File: src/rtl/mult_seq_unit.sv
// Sequential shift-add multiplier (mult/multu) for the EX stage; one step per RUN cycle.
// Define MULT_SIGNED_EN to honor is_signed (magnitude conversion + final negation).
//
// state | meaning
// IDLE  | waiting for start; prod holds last result
// RUN   | one shift-add step per cycle, WIDTH steps total
// DONE  | done pulse, prod valid; start here launches the next op
module mult_seq_unit #(
  parameter int WIDTH = 32
) (
  input  logic                 clk,
  input  logic                 rst,
  input  logic                 start,
  input  logic                 is_signed,
  input  logic [WIDTH-1:0]     a,
  input  logic [WIDTH-1:0]     b,
  output logic                 busy,
  output logic                 stall,
  output logic                 done,
  output logic [2*WIDTH-1:0]   prod
);

  localparam int CW = $clog2(WIDTH) + 1;
  localparam logic [CW-1:0]      CNT_TC  = CW'(WIDTH - 1);
  localparam logic [CW-1:0]      CNT_ONE = CW'(1);
  localparam logic [WIDTH-1:0]   ONE_W   = WIDTH'(1);
  localparam logic [2*WIDTH-1:0] ONE_2W  = (2*WIDTH)'(1);

  typedef enum logic [1:0] {S_IDLE, S_RUN, S_DONE} state_t;

  state_t             state_q, state_d;
  logic [WIDTH-1:0]   mcand_q, mcand_d;
  logic [WIDTH-1:0]   mplier_q, mplier_d;
  logic [2*WIDTH-1:0] acc_q, acc_d;
  logic [2*WIDTH-1:0] prod_q, prod_d;
  logic [CW-1:0]      cnt_q, cnt_d;
  logic               done_q, done_d;

  logic               accept;
  logic [WIDTH:0]     sum;
  logic [2*WIDTH-1:0] acc_step;
  logic [2*WIDTH-1:0] prod_res;
  logic [WIDTH-1:0]   a_mag, b_mag;
  logic               unused_acc_lsb;

  assign accept = start & (state_q != S_RUN);

  // The carry out of the (WIDTH+1)-bit add lands in the accumulator MSB after the shift.
  assign sum      = {1'b0, acc_q[2*WIDTH-1:WIDTH]} + {1'b0, (mplier_q[0] ? mcand_q : '0)};
  assign acc_step = {sum, acc_q[WIDTH-1:1]};
  assign unused_acc_lsb = acc_q[0];

`ifdef MULT_SIGNED_EN
  logic neg_q, neg_d;

  // Most-negative operand maps to itself, which is its correct unsigned magnitude.
  assign a_mag    = (is_signed & a[WIDTH-1]) ? (~a + ONE_W) : a;
  assign b_mag    = (is_signed & b[WIDTH-1]) ? (~b + ONE_W) : b;
  assign neg_d    = accept ? (is_signed & (a[WIDTH-1] ^ b[WIDTH-1])) : neg_q;
  assign prod_res = neg_q ? (~acc_step + ONE_2W) : acc_step;

  always_ff @(posedge clk or negedge rst) begin
    if (!rst) neg_q <= 1'b0;
    else      neg_q <= neg_d;
  end
`else
  logic unused_is_signed;
  logic [2*WIDTH-1:0] unused_one_2w;
  logic [WIDTH-1:0]   unused_one_w;

  assign unused_is_signed = is_signed;
  assign unused_one_2w    = ONE_2W;
  assign unused_one_w     = ONE_W;
  assign a_mag    = a;
  assign b_mag    = b;
  assign prod_res = acc_step;
`endif

  always_comb begin
    state_d  = state_q;
    mcand_d  = mcand_q;
    mplier_d = mplier_q;
    acc_d    = acc_q;
    cnt_d    = cnt_q;
    prod_d   = prod_q;
    done_d   = 1'b0;

    case (state_q)
      S_IDLE: if (start) state_d = S_RUN;
      S_RUN: begin
        acc_d    = acc_step;
        mplier_d = mplier_q >> 1;
        cnt_d    = cnt_q + CNT_ONE;
        if (cnt_q == CNT_TC) begin
          state_d = S_DONE;
          prod_d  = prod_res;
          done_d  = 1'b1;
        end
      end
      S_DONE: state_d = start ? S_RUN : S_IDLE;
      default: state_d = S_IDLE;
    endcase

    if (accept) begin
      mcand_d  = a_mag;
      mplier_d = b_mag;
      acc_d    = '0;
      cnt_d    = '0;
    end
  end

  always_ff @(posedge clk or negedge rst) begin
    if (!rst) begin
      state_q  <= S_IDLE;
      mcand_q  <= '0;
      mplier_q <= '0;
      acc_q    <= '0;
      cnt_q    <= '0;
      prod_q   <= '0;
      done_q   <= 1'b0;
    end else begin
      state_q  <= state_d;
      mcand_q  <= mcand_d;
      mplier_q <= mplier_d;
      acc_q    <= acc_d;
      cnt_q    <= cnt_d;
      prod_q   <= prod_d;
      done_q   <= done_d;
    end
  end

  assign busy  = (state_q == S_RUN);
  assign stall = (state_q == S_RUN) | accept;
  assign done  = done_q;
  assign prod  = prod_q;

endmodule

File: config.mk
export PLATFORM = sky130hd
export DESIGN_NAME = mult_seq_unit
export DESIGN_NICKNAME = d
export VERILOG_FILES = /design/src/rtl/mult_seq_unit.sv
export SDC_FILE = /design/constraint.sdc
export NUM_CORES = 1
export LEC_CHECK = 0
export CAP_MARGIN = 40
export CORE_MARGIN = 5
export CORE_UTILIZATION = 56
export CTS_CLUSTER_DIAMETER = 30
export DETAILED_ROUTE_END_ITERATION = 6
export GPL_TIMING_DRIVEN = 0
export PLACE_DENSITY = 0.81
export SYNTH_ARGS = -nofsm -noshare
export SYNTH_HDL_FRONTEND = slang
export SYNTH_SLANG_ARGS = --single-unit
File: constraint.sdc
create_clock -name clk -period 3.5 [get_ports clk]
set_input_delay 0.525 -clock clk [delete_from_list [all_inputs] [get_ports clk]]
set_output_delay 0.525 -clock clk [all_outputs]
set_load 0.1 [all_outputs]
### Word level (Yosys, flattened, before mapping)

Index checks and enable logic that the tools add are counted.

| storage, ports and cells | value |
|---|---|
| register bits after elaboration | 201 |
| latch bits | 0 |
| bits in writable memories | 0 |
| ROM bits | 0 |
| input bits | 68 |
| output and inout port bits | 67 |
| word-level logic and storage cells | 34 |
| memories kept | 0 |

| operators by class | value |
|---|---|
| $add $sub $neg | 2 |
| $mul | 0 |
| div/mod/pow operators | 0 |
| order comparisons | 0 |
| equal/unequal tests | 6 |
| shift-type cells | 0 |
| muxes and demuxes | 13 |
| bitwise operators | 2 |
| reduce and logical (&&, ||, !) cells | 4 |

Operator list:

| cell | count |
|---|---|
| 64-bit two-way mux | 2 |
| 32-bit two-way mux | 3 |
| 32-bit by 32-bit adder with 33-bit output | 1 |
| 6-bit two-way mux | 2 |
| 6-bit by 1-bit adder with 6-bit output (second input constant) | 1 |
| 6-bit by 5-bit == test with 1-bit output (second input constant) | 1 |
| 2-bit one-hot mux with 3 select lines | 1 |
| 2-bit two-way mux | 2 |
| 2-bit by 1-bit != test with 1-bit output (second input constant) | 2 |
| 2-bit AND reduction | 2 |
| 1-bit two-way mux | 3 |
| 2-bit by 1-bit == test with 1-bit output (second input constant) | 1 |
| 2-bit == test (second input constant) | 1 |
| 2-bit zero test | 1 |
| 2-bit != test (second input constant) | 1 |
| 2-bit nonzero test | 1 |
| 1-bit bitwise AND | 1 |
| 1-bit OR | 1 |

### Longest topological paths before layout

| depth | value |
|---|---|
| depth after elaboration | 4 |
| gate-level depth with buffers | 11 |
| gate-level depth less buffers | 10 |

### Worst setup path after synthesis

No wires, ideal clock.

| timing path | value |
|---|---|
| kind | reg2reg |
| start point | register mplier_q[0] |
| end point | register acc_q[59] |
| data arrival time | 2521 ps |
| slack | 850 ps |
| stages on the path, launching flop included | 11 |
| path buffers | 1 |
| path through | dfrtp_1 > clkbuf_1 > and2_1 > ha_1 > o21a_1 > o211a_1 > a221oi_4 > a211oi_2 > or4b_1 > o2111ai_2 > o21ai_2 |

| between the ends | value |
|---|---|
| cells in the longest elaborated chain, start to end | 4 |

RTL lines:

| element | line | text |
|---|---|---|
| from (decl) | 33 | `logic [WIDTH-1:0] mplier_q, mplier_d;` |
| from (signal assigned) | 124 | `mplier_q <= mplier_d;` |
| 32-bit two-way mux | 49 | `assign sum = {1'b0, acc_q[2*WIDTH-1:WIDTH]} + {1'b0, (mplier_q[0] ? mcand_q : '0)};` |
| 32-bit by 32-bit adder with 33-bit output | 49 |  |
| 64-bit two-way mux | 88 | `case (state_q)` |
| 64-bit two-way mux | 104 | `if (accept) begin` |
| to (signal assigned) | 117 | `acc_q <= '0;` |
| to (signal assigned) | 125 | `acc_q <= acc_d;` |
| to (decl) | 34 | `logic [2*WIDTH-1:0] acc_q, acc_d;` |

Every way passes these cells. The select of a mux whose other input is x is not followed.
A chain may end at the register's enable or synchronous reset.

### Final worst setup path

| timing path | value |
|---|---|
| start point | register state_q[1] |
| end point | output busy |

| between the ends | value |
|---|---|
| cells in the longest elaborated chain, start to end | 1 |

RTL lines:

| element | line | text |
|---|---|---|
| from (decl) | 31 | `state_t state_q, state_d;` |
| from (signal assigned) | 122 | `state_q <= state_d;` |
| 2-bit by 1-bit == test with 1-bit output | 132 | `assign busy = (state_q == S_RUN);` |
| to (decl) | 17 | `output logic busy,` |

Every way passes these cells.

==> results.sh <==
export IMPL_cts_setup_buffers=0
export IMPL_synthFlopType="dfrtp_1"
export IMPL_reg2reg_slack_ns=0.31
export IMPL_end_kind="output port"
export IMPL_clk_latency_ns=0.44
export IMPL_cts_path_max_buffers=2
export IMPL_dp_cells=1462
export IMPL_synth_edf_count=0
export IMPL_min_period_ns=3.29
export IMPL_diodes=0
export IMPL_yosys_register_bits=200
export IMPL_dp_hpwl_mm=18.8
export IMPL_r2r_end="prod[58]$_DFFE_PN0P_"
export IMPL_fillers=1198
export IMPL_reg2regPathDepth=11
export IMPL_worst_slew_pin_slew_ns=0.827
export IMPL_async_reset_ff_share_pct=100
export IMPL_drc=0
export IMPL_grt_pass1_wl_mm=43.4
export IMPL_vdd_drop_max_v=0.000615
export IMPL_areaGrowthSynthToFinish_pct=33.4
export IMPL_synthTopCellsByArea="dfrtp_1 50%, nand2_1 10%, mux2_2 4.4%"
export IMPL_drive_gt1_share_pct=13.5
export IMPL_core_area_sq_um=17800
export IMPL_r2r_start="mplier_q[0]$_DFFE_PN0P_"
export IMPL_startpoint_type="register"
export IMPL_slew_viol_final=0
export IMPL_wire_per_inst_um=17.5
export IMPL_grt_max_degree=110
export IMPL_rows=49
export IMPL_synth_warnings=0
export IMPL_final_util_pct=75.3
export IMPL_ys_types=66
export IMPL_syn_nets=1135
export IMPL_ant_nets=0
export IMPL_finalHoldViolCount=0
export IMPL_cp_arrival_ns=2.76
export IMPL_gp_congestion=0.957
export IMPL_maxSlewHeadroom_pct=44.9
export IMPL_final_common_cell="nand2_1"
export IMPL_setup_viol=0
export IMPL_final_cell_mix="271 x nand2_1, 200 x dfrtp_1, 131 x clkdlybuf4s50_1"
export IMPL_cts_root_buffer="clkbuf_16"
export IMPL_max_cap_violations=0
export IMPL_status="finished, final reports clean"
export IMPL_cts_reportedPaths_clkPinSlew_ns=0.08
export IMPL_rsz0062_at_grt="no"
export IMPL_finalCritPeriodShare_pct=93.9
export IMPL_dr_pass1_iters=7
export IMPL_die_y_um=144
export IMPL_yosysTopAreaCellShare_pct=49.9
export IMPL_clkSinkCount=200
export IMPL_cp_required_ns=2.97
export IMPL_tritoncts="built"
export IMPL_netlist_area_sq_um=10000
export IMPL_die_w_um=144
export IMPL_p_leak_uw=0.00631
export IMPL_fmax_ghz=0.304
export IMPL_worstHoldPathType="primary input to async pin"
export IMPL_ys_seq_area_share_pct=49.9
export IMPL_vias_per_cell=5.70
export IMPL_power_uw=12400
export IMPL_numCtsBuffers=17
export IMPL_die_area_sq_um=20700
export IMPL_num_nets_final=1352
export IMPL_stdcell_count=1492
export IMPL_yosysTopAreaCell="dfrtp_1"
export IMPL_skew_ns=0.0179
export IMPL_crit_fanout=19
export IMPL_p_per_area_nw_per_um2=928
export IMPL_initial_utilization_pct=56.4
export IMPL_syn_inst=1033
export IMPL_drt_iter0_drc=606
export IMPL_grt_pass1_vias=8806
export IMPL_crit_type="register to output port"
export IMPL_htree_num_levels=4
export IMPL_vias=8508
export IMPL_grt_ovfl_total=0
export IMPL_io_pins=135
export IMPL_synth_avg_cell_area_sq_um=9.71
export IMPL_io_buffers=132
export IMPL_antenna_found_initial=0
export IMPL_grt_use_total_pct=26.1
export IMPL_drt_total_wl_mm=26.1
export IMPL_tns_ns=0
-- flip-flops by register name, summed over array words and instances, names as in the netlist --
| register | cells |
|---|---|
| done | 1 |
| mcand_q | 32 |
| prod | 64 |
| state_q | 2 |
| cnt_q | 6 |
| acc_q | 63 |
| mplier_q | 32 |
-- synthesized netlist by cell type (all sizes together), types with 2 or more instances --
cell type  count
nand2        271
nor2b          3
a22o           7
nand3         16
a221oi         3
a211o          4
a211oi         2
o211ai         8
o2111ai        2
dfrtp        200
nor3           5
xnor2         17
a41oi          2
and2          34
clkbuf        44
mux2          40
o21ai         90
nand2b         2
a21oi         33
a21o          11
xor2           8
mux2i         32
a31oi          7
inv           14
nor2          22
o31ai          4
a21boi         4
o21a           3
ha            33
and3           3
or3            3
nand3b        52
nand4         15
or4            4
o21bai         4
buf           18
-- layer usage --
| layer | wire, um | track usage (%) |
|---|---|---|
| met5 | 0 | 0 |
| met4 | 788 | 10.5 |
| met3 | 1270 | 4.23 |
| met2 | 13000 | 43.0 |
| met1 | 11100 | 34.6 |
-- report_power, final --
part           internal (uW)  leakage (uW)  switching, uW
registers               3260       0.00259            616
clock network           1030      0.000295            977
logic                   2450       0.00343           4080
total                   6740       0.00631           5670
-- cells by family (layout without fill, tap and decap cells) --
family / after synthesis / count (layout) / share of synthesized area (%)
adders and majority gates: 34 / 34 / 4.32
DFF: 200 / 200 / 49.9
and+or+nand+nor: 434 / 434 / 20.5
buffers and inverters: 76 / 306 / 2.98
xor gates and xnor gates: 25 / 25 / 2.18
muxes: 72 / 72 / 7.72
AOI/OAI and AO/OA: 192 / 192 / 12.4
-- worst max path at each step --
stage,endpoint,from
after global placement,prod[15]$_DFFE_PN0P_,rst
after floorplan,acc_q[59]$_DFFE_PN0P_,mplier_q[0]$_DFFE_PN0P_
after CTS,stall,state_q[0]$_DFFE_PN0P_
final,busy,state_q[1]$_DFFE_PN0P_
after global routing,busy,state_q[1]$_DFFE_PN0P_
after detailed placement,stall,state_q[0]$_DFFE_PN0P_
-- final cells by class --
cell class	count	area [sq um]	share of cell area, %
clock buffer	18	429	3.21
tap	229	287	2.14
inverter	14	52.6	0.393
clock inverter	14	174	1.30
multi-input combinational	757	4730	35.4
timing repair buffer	200	2460	18.4
buffer	60	243	1.81
sequential	200	5000	37.4
-- through the flow --
| step | hold slack, ns | cell area (sq um) | setup slack [ns] |
|---|---|---|---|
| 6_report | 0.135 | 13400 | 0.212 |
| 5_1_grt | 0.214 | 13400 | 0.0661 |
| 4_1_cts | 0.175 | 13400 | 0.0998 |
| 3_5_place_dp | 0.461 | 12800 | 0.00384 |
| 3_3_place_gp | 0.456 | 11600 | -6.32 |
| 2_1_floorplan | 0.229 | 10000 | 0.850 |
-- timing repair --
action,in CTS,in global routing
setup endpoints to repair,2,3
gates resized for setup,4,2
hold buffers,0,0
-- critical path, stage by stage (launching register included) --
cell and delay (ns):
dfrtp_1 0.38, nand2b_1 0.32, inv_2 0.30, clkbuf_2 0.45, clkdlybuf4s50_1 0.68, buf_16 0.20
No activity file was read; power rests on OpenSTA's default activity.
